==> src/rtl/mc_ctrl_pkg.sv <==
`default_nettype none
// ============================================================================
// Module   : mc_ctrl_pkg
// Purpose  : Shared types and encodings for the RV32I multicycle control FSM:
//            state enumeration, opcode constants, datapath mux encodings,
//            trap cause codes and small decode helpers.
// Ports    : none (package)
// Revision : 1.0 - initial release
// ============================================================================
package mc_ctrl_pkg;

    typedef enum logic [3:0] {
        FETCH    = 4'd0,
        DECODE   = 4'd1,
        MEMADR   = 4'd2,
        MEMREAD  = 4'd3,
        MEMWB    = 4'd4,
        MEMWRITE = 4'd5,
        EXECR    = 4'd6,
        EXECI    = 4'd7,
        ALUWB    = 4'd8,
        JAL      = 4'd9,
        BEQ      = 4'd10,
        TRAP     = 4'd11
    } state_t;

    // Opcodes understood by the controller
    localparam logic [6:0] OP_LW  = 7'b0000011;
    localparam logic [6:0] OP_SW  = 7'b0100011;
    localparam logic [6:0] OP_R   = 7'b0110011;
    localparam logic [6:0] OP_I   = 7'b0010011;
    localparam logic [6:0] OP_JAL = 7'b1101111;
    localparam logic [6:0] OP_BEQ = 7'b1100011;

    // ResultSrc encodings
    localparam logic [1:0] RES_ALUOUT    = 2'b00;
    localparam logic [1:0] RES_DATA      = 2'b01;
    localparam logic [1:0] RES_ALURESULT = 2'b10;

    // ALUSrcA encodings
    localparam logic [1:0] SRCA_PC    = 2'b00;
    localparam logic [1:0] SRCA_OLDPC = 2'b01;
    localparam logic [1:0] SRCA_RD1   = 2'b10;

    // ALUSrcB encodings
    localparam logic [1:0] SRCB_RD2  = 2'b00;
    localparam logic [1:0] SRCB_IMM  = 2'b01;
    localparam logic [1:0] SRCB_FOUR = 2'b10;

    // ALUOp encodings
    localparam logic [1:0] ALUOP_ADD   = 2'b00;
    localparam logic [1:0] ALUOP_SUB   = 2'b01;
    localparam logic [1:0] ALUOP_FUNCT = 2'b10;

    // trap_cause encodings
    localparam logic [1:0] TRAP_NONE    = 2'b00;
    localparam logic [1:0] TRAP_ILLEGAL = 2'b01;
    localparam logic [1:0] TRAP_TIMEOUT = 2'b10;

    // States that sit on the shared memory and may stall on mem_ready
    function automatic logic is_mem_wait(input state_t s);
        return (s == FETCH) || (s == MEMREAD) || (s == MEMWRITE);
    endfunction

    // Successor of DECODE for a given opcode; unknown opcodes trap
    function automatic state_t decode_next(input logic [6:0] opcode);
        state_t nxt;
        case (opcode)
            OP_LW, OP_SW: nxt = MEMADR;
            OP_R:         nxt = EXECR;
            OP_I:         nxt = EXECI;
            OP_JAL:       nxt = JAL;
            OP_BEQ:       nxt = BEQ;
            default:      nxt = TRAP;
        endcase
        return nxt;
    endfunction

endpackage
`default_nettype wire

==> src/rtl/mc_wait_timer.sv <==
`default_nettype none
// ============================================================================
// Module   : mc_wait_timer
// Purpose  : Saturating wait-cycle counter used to detect a memory that never
//            answers. Counts enabled cycles, clears on request, and flags
//            when the count equals LIMIT (LIMIT = 0 disables the flag).
// Ports    : clk, rst (sync, active-high), clr (restart count at zero),
//            en (count this cycle), expired (count == LIMIT)
// Revision : 1.0 - initial release
// ============================================================================
module mc_wait_timer
    import mc_ctrl_pkg::*;
#(
    parameter int LIMIT = 255
) (
    input  logic clk,
    input  logic rst,
    input  logic clr,
    input  logic en,
    output logic expired
);

    // At least one bit so a disabled timer still elaborates cleanly
    localparam int CNT_W = (LIMIT > 0) ? $clog2(LIMIT + 1) : 1;

    logic [CNT_W-1:0] r_cnt;

    always_ff @(posedge clk) begin
        if (rst || clr) begin
            r_cnt <= '0;
        end else if (en && (r_cnt != {CNT_W{1'b1}})) begin
            // Hold at all-ones rather than wrapping back to zero
            r_cnt <= r_cnt + CNT_W'(1);
        end
    end

    assign expired = (LIMIT != 0) && (r_cnt == CNT_W'(LIMIT));

endmodule
`default_nettype wire

==> src/rtl/mc_ctrl_fsm.sv <==
`default_nettype none
// ============================================================================
// Module   : mc_ctrl_fsm
// Purpose  : Multicycle control FSM for the RV32I datapath. Sequences fetch,
//            decode, execute, memory and writeback; stalls on mem_ready;
//            traps on illegal opcodes and on memory timeouts.
// Ports    : clk, reset (sync, active-high), op (opcode from IR),
//            mem_ready (memory handshake) ->
//            mem_req, AdrSrc, IRWrite, PCUpdate, Branch, RegWrite, MemWrite,
//            ResultSrc, ALUSrcA, ALUSrcB, ALUOp (datapath control),
//            instr_done (retire pulse), trap_cause (sticky trap reason)
// Revision : 1.0 - initial release
// ============================================================================
module mc_ctrl_fsm
    import mc_ctrl_pkg::*;
#(
    parameter int MEM_TIMEOUT = 255
) (
    input  logic       clk,
    input  logic       reset,
    input  logic [6:0] op,
    input  logic       mem_ready,
    output logic       mem_req,
    output logic       AdrSrc,
    output logic       IRWrite,
    output logic       PCUpdate,
    output logic       Branch,
    output logic       RegWrite,
    output logic       MemWrite,
    output logic [1:0] ResultSrc,
    output logic [1:0] ALUSrcA,
    output logic [1:0] ALUSrcB,
    output logic [1:0] ALUOp,
    output logic       instr_done,
    output logic [1:0] trap_cause
);

    state_t     r_state;
    state_t     w_next;
    logic [6:0] r_op;
    logic [1:0] r_trap;
    logic       w_tmr_clr;
    logic       w_tmr_en;
    logic       w_tmr_expired;

    // ------------------------------------------------------------------
    // Memory wait timer: restarts whenever a memory state is freshly
    // entered, counts the cycles memory leaves us hanging.
    // ------------------------------------------------------------------
    assign w_tmr_clr = is_mem_wait(w_next) && (w_next != r_state);
    assign w_tmr_en  = is_mem_wait(r_state) && !mem_ready;

    mc_wait_timer #(
        .LIMIT (MEM_TIMEOUT)
    ) u_wait_timer (
        .clk     (clk),
        .rst     (reset),
        .clr     (w_tmr_clr),
        .en      (w_tmr_en),
        .expired (w_tmr_expired)
    );

    // ------------------------------------------------------------------
    // Next state. In memory states mem_ready is checked before the
    // timeout so a response on the limit cycle still completes.
    // ------------------------------------------------------------------
    always_comb begin
        w_next = r_state;
        case (r_state)
            FETCH: begin
                if (mem_ready)          w_next = DECODE;
                else if (w_tmr_expired) w_next = TRAP;
            end
            DECODE:  w_next = decode_next(op);
            MEMADR:  w_next = (r_op == OP_LW) ? MEMREAD : MEMWRITE;
            MEMREAD: begin
                if (mem_ready)          w_next = MEMWB;
                else if (w_tmr_expired) w_next = TRAP;
            end
            MEMWB:   w_next = FETCH;
            MEMWRITE: begin
                if (mem_ready)          w_next = FETCH;
                else if (w_tmr_expired) w_next = TRAP;
            end
            EXECR:   w_next = ALUWB;
            EXECI:   w_next = ALUWB;
            ALUWB:   w_next = FETCH;
            JAL:     w_next = ALUWB;
            BEQ:     w_next = FETCH;
            TRAP:    w_next = TRAP;
            default: w_next = FETCH;
        endcase
    end

    // ------------------------------------------------------------------
    // State, latched opcode and trap cause. TRAP is absorbing, so the
    // cause is written exactly once, on the transition into it.
    // ------------------------------------------------------------------
    always_ff @(posedge clk) begin
        if (reset) begin
            r_state <= FETCH;
            r_op    <= '0;
            r_trap  <= TRAP_NONE;
        end else begin
            r_state <= w_next;
            if (r_state == DECODE) begin
                r_op <= op;
            end
            if ((r_state != TRAP) && (w_next == TRAP)) begin
                r_trap <= (r_state == DECODE) ? TRAP_ILLEGAL : TRAP_TIMEOUT;
            end
        end
    end

    // ------------------------------------------------------------------
    // Control outputs decoded from the state register. IRWrite/PCUpdate
    // in FETCH and instr_done in MEMWRITE follow mem_ready directly so the
    // commit lands on the handshake cycle. Reset forces everything low in
    // the same cycle, so a write in flight is dropped immediately.
    // ------------------------------------------------------------------
    always_comb begin
        mem_req    = 1'b0;
        AdrSrc     = 1'b0;
        IRWrite    = 1'b0;
        PCUpdate   = 1'b0;
        Branch     = 1'b0;
        RegWrite   = 1'b0;
        MemWrite   = 1'b0;
        ResultSrc  = RES_ALUOUT;
        ALUSrcA    = SRCA_PC;
        ALUSrcB    = SRCB_RD2;
        ALUOp      = ALUOP_ADD;
        instr_done = 1'b0;
        case (r_state)
            FETCH: begin
                mem_req   = 1'b1;
                ALUSrcB   = SRCB_FOUR;
                ResultSrc = RES_ALURESULT;
                IRWrite   = mem_ready;
                PCUpdate  = mem_ready;
            end
            DECODE: begin
                ALUSrcA = SRCA_OLDPC;
                ALUSrcB = SRCB_IMM;
            end
            MEMADR: begin
                ALUSrcA = SRCA_RD1;
                ALUSrcB = SRCB_IMM;
            end
            MEMREAD: begin
                mem_req = 1'b1;
                AdrSrc  = 1'b1;
            end
            MEMWB: begin
                ResultSrc  = RES_DATA;
                RegWrite   = 1'b1;
                instr_done = 1'b1;
            end
            MEMWRITE: begin
                mem_req    = 1'b1;
                AdrSrc     = 1'b1;
                MemWrite   = 1'b1;
                instr_done = mem_ready;
            end
            EXECR: begin
                ALUSrcA = SRCA_RD1;
                ALUSrcB = SRCB_RD2;
                ALUOp   = ALUOP_FUNCT;
            end
            EXECI: begin
                ALUSrcA = SRCA_RD1;
                ALUSrcB = SRCB_IMM;
                ALUOp   = ALUOP_FUNCT;
            end
            ALUWB: begin
                RegWrite   = 1'b1;
                instr_done = 1'b1;
            end
            JAL: begin
                ALUSrcA  = SRCA_OLDPC;
                ALUSrcB  = SRCB_FOUR;
                PCUpdate = 1'b1;
            end
            BEQ: begin
                ALUSrcA    = SRCA_RD1;
                ALUSrcB    = SRCB_RD2;
                ALUOp      = ALUOP_SUB;
                Branch     = 1'b1;
                instr_done = 1'b1;
            end
            default: ;
        endcase
        if (reset) begin
            mem_req    = 1'b0;
            AdrSrc     = 1'b0;
            IRWrite    = 1'b0;
            PCUpdate   = 1'b0;
            Branch     = 1'b0;
            RegWrite   = 1'b0;
            MemWrite   = 1'b0;
            ResultSrc  = 2'b00;
            ALUSrcA    = 2'b00;
            ALUSrcB    = 2'b00;
            ALUOp      = 2'b00;
            instr_done = 1'b0;
        end
    end

    assign trap_cause = reset ? TRAP_NONE : r_trap;

endmodule
`default_nettype wire
==> config.mk <==
export PLATFORM = sky130hd
export DESIGN_NAME = mc_ctrl_fsm
export DESIGN_NICKNAME = d
export VERILOG_FILES = /design/src/rtl/mc_ctrl_pkg.sv /design/src/rtl/mc_wait_timer.sv /design/src/rtl/mc_ctrl_fsm.sv
export SDC_FILE = /design/constraint.sdc
export NUM_CORES = 1
export LEC_CHECK = 0
export ABC_AREA = 1
export BUFFER_PORTS_ARGS = -buffer_cell sky130_fd_sc_hd__buf_2
export CAP_MARGIN = 10
export CELL_PAD_IN_SITES_DETAIL_PLACEMENT = 1
export CELL_PAD_IN_SITES_GLOBAL_PLACEMENT = 2
export CORE_ASPECT_RATIO = 1.75
export CORE_MARGIN = 2
export CORE_UTILIZATION = 30
export CTS_BUF_LIST = sky130_fd_sc_hd__clkbuf_8
export DETAILED_ROUTE_END_ITERATION = 8
export PLACE_DENSITY = 0.92
export SLEW_MARGIN = 40
export SYNTH_ARGS = -nofsm -noshare
export SYNTH_HDL_FRONTEND = slang
export SYNTH_SLANG_ARGS = --single-unit
==> constraint.sdc <==
create_clock -name clk -period 2 [get_ports clk]
set_input_delay 0 -clock clk [delete_from_list [all_inputs] [get_ports clk]]
set_output_delay 0 -clock clk [all_outputs]
set_load 0.02 [all_outputs]
==> flow_summary.json, run 1 <==
{
  "status": "complete, no violations",
  "hold_viol": 0,
  "die_width_um": 56.0,
  "vias": 1441,
  "yosysTopAreaCellShare_pct": 29.6,
  "min_path_cells": 3,
  "nFillCells": 644,
  "max_slew_margin_pct": 78.3,
  "wire_per_inst_um": 13.2,
  "ys_ff_latch": 21,
  "cp.arrival_ps": 1940,
  "netSwitchingPower_w": 0.00110,
  "clkPwrFrac_pct": 13.1,
  "final_common_cell": "nand2_1",
  "core_um2": 4620,
  "cts_setup_buffers": 0,
  "fmax_ghz": 0.559,
  "reg2reg_to": "u_wait_timer.r_cnt[5]",
  "comb_power_share_pct": 57.9,
  "crit_chain": "nor2_1 > nand2_2 > nor2_1 > nor2_1 > nand3_2 > nor2_2 > nand3_1 > nand2_1 > nand2_2 > nand2_4 > a21oi_1",
  "cp_common_cell": "nor2_1",
  "dpl.hpwl_um": 3320,
  "viasPerCell": 4.80,
  "drtPass1Iterations": 4,
  "synth_area_per_cell_um2": 6.49,
  "tns_ps": 0,
  "grt_pass1_wl_um": 6670,
  "htree_levels": 1,
  "power.density_nw_per_um2": 1310,
  "p_sw_share_pct": 50.7,
  "crit_start": "r_state[1]",
  "final_cell_mix": "nand2_1, nor2_1, inv_1, buf_2, dfxtp_1",
  "ys_types": 31,
  "layout_setup_ws_ps": 211,
  "cp.required_ps": 2150,
  "yosysTopAreaCell": "dfxtp_1",
  "gp_congestion": 0.803,
  "die_height_um": 95.1,
  "ctsRootBufferMaster": "clkbuf_8",
  "final_max_slew_viol_count": 0,
  "finalSetupViolCount": 0,
  "cts_buffer_depth": 2,
  "hp-class": "in2reg",
  "rr_startpoint": "r_state[1]",
  "insertedDiodeCount": 0,
  "slowest_stage": "dfxtp_1",
  "overflow": 0,
  "hold_start": "op[0]",
  "grt_pass1_vias": 1520,
  "grt_use_total_pct": 15.9,
  "r2r_slack_ps": 210,
  "r2r_cells": 11,
  "min_period_over_period_pct": 89.5,
  "critPathKind": "reg2reg",
  "drt_iter0_drc": 35,
  "p_int_w": 0.00107,
  "ioPinCount": 28,
  "critical_path.startpoint_type": "flip-flop",
  "path_clk_slew_ps": 80,
  "synth_cells": 219,
  "cts_tree": "built",
  "holdBufCountCts": 0,
  "io_buffers": 27,
  "yosys_warnings": 0,
  "drc": 0,
  "syn_to_final_growth_pct": 16.9,
  "p_seq_share_pct": 29.0,
  "slowest_delay_ps": 490,
  "syn_nets": 230,
  "die_area_um2": 5330,
  "finalCriticalPeriod_ps": 1790,
  "synth_area_leaders": "dfxtp_1, nand2_1, nor2_1",
  "dp_slack_ps": 38.1,
  "antenna_left": 0,
  "cp-end-kind": "flip-flop",
  "path_max_fanout": 8,
  "wirelength_um": 3950,
  "start_util_pct": 30.7,
  "cts_buffers": 3,
  "ctsResizeCount": 0,
  "cts_sinks": 21,
  "min_to": "r_op[0]",
  "drive_gt1_share_pct": 23.4,
  "antenna_found_initial": 0,
  "num_rows": 33,
  "vdd_drop_max_uv": 644,
  "insertion_delay_ps": 270,
  "grt_max_degree": 21,
  "fin_worst_skew_ps": 5.10,
  "synth_area_um2": 1420,
  "num-nets-final": 260,
  "rsz0062_at_grt": "false",
  "worst_slew_pin_slew_ps": 324,
  "yosysSeqAreaShare_pct": 29.6,
  "maxCapViolCount": 0,
  "p_leak_nw": 0.808
}
==> power by group through the flow <==
stage | combinational (W) | sequential, W | clock, W
2_1_floorplan | 0.000970 | 0.000611 | 0
3_3_place_gp | 0.00125 | 0.000632 | 0
3_5_place_dp | 0.00127 | 0.000638 | 0
4_1_cts | 0.00127 | 0.000629 | 0.000300
5_1_grt | 0.00141 | 0.000644 | 0.000310
6_report | 0.00126 | 0.000629 | 0.000283
==> worst max-delay path by stage <==
stage                                       end  cells past startpoint  slack [ps]
after floorplan           u_wait_timer.r_cnt[0]                      9         430
after global placement    u_wait_timer.r_cnt[2]                      9          80
after detailed placement  u_wait_timer.r_cnt[1]                      9          40
after CTS                 u_wait_timer.r_cnt[5]                      9          20
after global routing      u_wait_timer.r_cnt[1]                     13          30
final                     u_wait_timer.r_cnt[5]                     11         210
==> registers in the layout, summed over array words and instances (netlist names) <==
| signal | flops |
|---|---|
| u_wait_timer.r_cnt | 8 |
| r_state | 4 |
| r_trap | 2 |
| r_op | 7 |
==> per-stage QoR <==
stage	total power (W)	util [%]	hold WS, ps	std cells	instance area [um2]
floorplan	0.00158	-	86.9	219	1420
global placement	0.00188	34.8	271	296	1610
detailed placement	0.00191	34.8	281	296	1610
CTS	0.00220	35.8	0.0942	300	1660
global route	0.00236	35.9	25.5	300	1660
finish	0.00217	35.9	5.11	300	1660
==> cell usage after synthesis, drive strengths merged <==
cell	instances
xnor2	2
a31oi	1
a21boi	1
a21oi	17
nand3	13
o21a	1
dfxtp	21
o211ai	1
xor2	4
clkinv	1
nor2	46
a211oi	1
clkbuf	2
ha	1
inv	34
mux2i	1
nor3	3
nand4	5
buf	3
nand2	51
o21ai	10
==> routing by layer <==
layer	global-route usage (%)	vias to the layer above	wire, um
met4	9.52	0	148
met2	32.0	26	2310
li1	-	739	-
met1	15.3	665	1390
met5	0	-	0
met3	1.36	11	100
==> worst max-delay path: cells and delay by family, from the launching register on <==
family,cells,cell delay (ps)
DFF,1,490
AOI/OAI and AO/OA,1,70
and+or+nand+nor,10,1120
==> final cells by class <==
type | instances | area, um2 | share of cell area [%]
Inverter | 35 | 134 | 8.06
Sequential cell | 21 | 420 | 25.3
Timing Repair Buffer | 30 | 158 | 9.49
Tap cell | 52 | 65.1 | 3.92
Clock buffer | 3 | 41.3 | 2.48
Multi-Input combinational cell | 158 | 838 | 50.5
Clock inverter | 1 | 5.00 | 0.301
==> cells by family (layout without fill, tap and decap cells) <==
family,count (synthesis),count (layout),synth area share [%]
AO/OA/AOI/OAI,32,32,12.1
XOR/XNOR,6,6,3.70
adder cells (fa/ha/maj),1,1,0.880
buffers and inverters,40,69,11.8
flip-flops,21,21,29.6
multiplexers,1,1,0.704
AND/OR/NAND/NOR,118,118,41.3
Power figures use the tool's default switching activity.
==> inputs of run 2 (changes only) <==
--- a/config.mk
+++ b/config.mk
@@ -10,7 +10,6 @@
 export CAP_MARGIN = 10
 export CELL_PAD_IN_SITES_DETAIL_PLACEMENT = 1
 export CELL_PAD_IN_SITES_GLOBAL_PLACEMENT = 2
-export CORE_ASPECT_RATIO = 1.75
 export CORE_MARGIN = 2
 export CORE_UTILIZATION = 30
 export CTS_BUF_LIST = sky130_fd_sc_hd__clkbuf_8
==> run 2 against run 1 <==
The flow now finishes with violations (negative hold slack). Sequential power about the same. Clock skew down 2.0 ps. Die area decreased by 0.41%. Sequential cell count is the same. Sequential share of layout area up 0.053 points. Non-clock buffer count up 1. Utilization is 0.31 points higher. Maximum frequency increased by 0.81%. Count of clock-buffer cells in the layout unchanged.
==> flow_summary.json, run 2 (synthesis results as in run 1) <==
{
  "holdBufCountCts": 0,
  "num_rows": 25,
  "core_um2": 4630,
  "p_leak_nw": 0.817,
  "hold_viol": 1,
  "drc": 0,
  "cp.arrival_ps": 1930,
  "die_area_um2": 5300,
  "final_cell_mix": "nand2_1, nor2_1, inv_1, buf_2",
  "syn_to_final_growth_pct": 18.0,
  "largest_register_ffs": 8,
  "wire_per_inst_um": 12.9,
  "drt_iter0_drc": 48,
  "worst_slew_pin_slew_ps": 353,
  "num-nets-final": 261,
  "rr_startpoint": "u_wait_timer.r_cnt[1]",
  "hp-class": "in2reg",
  "cts_buffer_depth": 2,
  "drtPass1Iterations": 4,
  "fin_area_um2": 1680,
  "nFillCells": 624,
  "min_path_cells": 3,
  "htree_levels": 1,
  "finalCriticalPeriod_ps": 1770,
  "die_height_um": 72.8,
  "dp_slack_ps": 32.3,
  "viasPerCell": 4.75,
  "power.density_nw_per_um2": 1290,
  "hold_start": "op[0]",
  "cts_tree": "built",
  "r2r_slack_ps": 230,
  "grt_use_total_pct": 15.4,
  "grt_pass1_wl_um": 6510,
  "min_period_over_period_pct": 88.7,
  "rsz0062_at_grt": "false",
  "layout_setup_ws_ps": 225,
  "reg2reg_to": "u_wait_timer.r_cnt[0]",
  "io_buffers": 27,
  "insertion_delay_ps": 260,
  "vias": 1439,
  "violations": "negative hold slack",
  "maxCapViolCount": 0,
  "min_to": "r_op[0]",
  "cp.required_ps": 2150,
  "reg_top3": "u_wait_timer.r_cnt (8), r_op (7), r_state (4)",
  "grt_max_degree": 21,
  "final_max_slew_viol_count": 0,
  "fin_worst_skew_ps": 3.14,
  "holdWs_ps": -2.62,
  "largest_register": "u_wait_timer.r_cnt",
  "final_common_cell": "nand2_1",
  "vdd_drop_max_uv": 338,
  "path_max_fanout": 8,
  "max_slew_margin_pct": 76.4,
  "dp.cells": 298,
  "cts_sinks": 21,
  "grt_pass1_vias": 1446,
  "ctsRootBufferMaster": "clkbuf_8",
  "cts_buffers": 3,
  "gp_congestion": 0.822,
  "stdcell_count": 303,
  "tns_ps": 0,
  "antenna_left": 0,
  "antenna_found_initial": 0,
  "path_clk_slew_ps": 80,
  "finalSetupViolCount": 0,
  "wirelength_um": 3910,
  "die_width_um": 72.8,
  "critPathKind": "reg2reg",
  "overflow": 0,
  "placed_area_um2": 1610,
  "ioPinCount": 28,
  "critical_path.startpoint_type": "flip-flop",
  "status": "finished, violations left",
  "cp-end-kind": "flip-flop",
  "fmax_ghz": 0.563,
  "insertedDiodeCount": 0,
  "start_util_pct": 30.7,
  "dpl.hpwl_um": 3120,
  "r2r_cells": 12,
  "drive_gt1_share_pct": 25.3
}
==> run 2: what timing repair did <==
action	4_1_cts	5_1_grt
setup endpoints to repair	0	11
resized for setup	0	8
endpoints found under the hold margin	0	0
buffers inserted	0	1
==> run 2: critical path, cell delays in order (launching register included) <==
cell and delay [ps]:
dfxtp_1 360, ha_2 230, inv_1 70, nor2_1 100
nand2_1 120, nand3_1 90, nor2_1 60, nor2_2 170
nand3_1 110, nand2_1 90, nand2_2 70, nand2_4 110
a21oi_1 80
==> run 2: worst max-delay path by stage <==
stage                          startpoint               endpoint  slack [ps]
finish              u_wait_timer.r_cnt[1]  u_wait_timer.r_cnt[0]         230
global route        u_wait_timer.r_cnt[1]  u_wait_timer.r_cnt[0]          50
CTS                 u_wait_timer.r_cnt[0]  u_wait_timer.r_cnt[4]          20
detailed placement  u_wait_timer.r_cnt[0]  u_wait_timer.r_cnt[4]          30
global placement    u_wait_timer.r_cnt[1]  u_wait_timer.r_cnt[1]          60
floorplan           u_wait_timer.r_cnt[0]  u_wait_timer.r_cnt[0]         430
==> run 2: power breakdown <==
group / internal [W] / total, W / leakage, nW / switching [W]
combinational: 0.000396 / 0.00126 / 0.618 / 0.000861
clock: 0.000137 / 0.000282 / 0.0269 / 0.000145
sequential: 0.000536 / 0.000631 / 0.173 / 0.0000953
total: 0.00107 / 0.00217 / 0.817 / 0.00110
==> run 2: final cells by class <==
type / instances / area (um2) / share of cell area [%]
inverter: 35 / 134 / 7.98
sequential: 21 / 425 / 25.4
timing repair buffer: 31 / 165 / 9.84
clock buffer: 3 / 41.3 / 2.46
tap: 54 / 67.6 / 4.03
multi-input combinational: 158 / 841 / 50.1
clock inverter: 1 / 3.75 / 0.224
==> run 2: metrics by stage <==
| step | power, W | util, % |
|---|---|---|
| after floorplan | 0.00158 | - |
| after global placement | 0.00185 | 34.8 |
| after detailed placement | 0.00188 | 34.8 |
| after CTS | 0.00216 | 35.8 |
| after global routing | 0.00237 | 36.2 |
| final | 0.00217 | 36.2 |
==> run 2: per-layer routing <==
| metal | vias to the layer above | wire length [um] | global-route usage [%] |
|---|---|---|---|
| met5 | - | 0 | 0 |
| li1 | 750 | - | - |
| met4 | 0 | 54 | 4.32 |
| met2 | 28 | 1930 | 28.2 |
| met3 | 5 | 116 | 1.10 |
| met1 | 656 | 1810 | 19.3 |
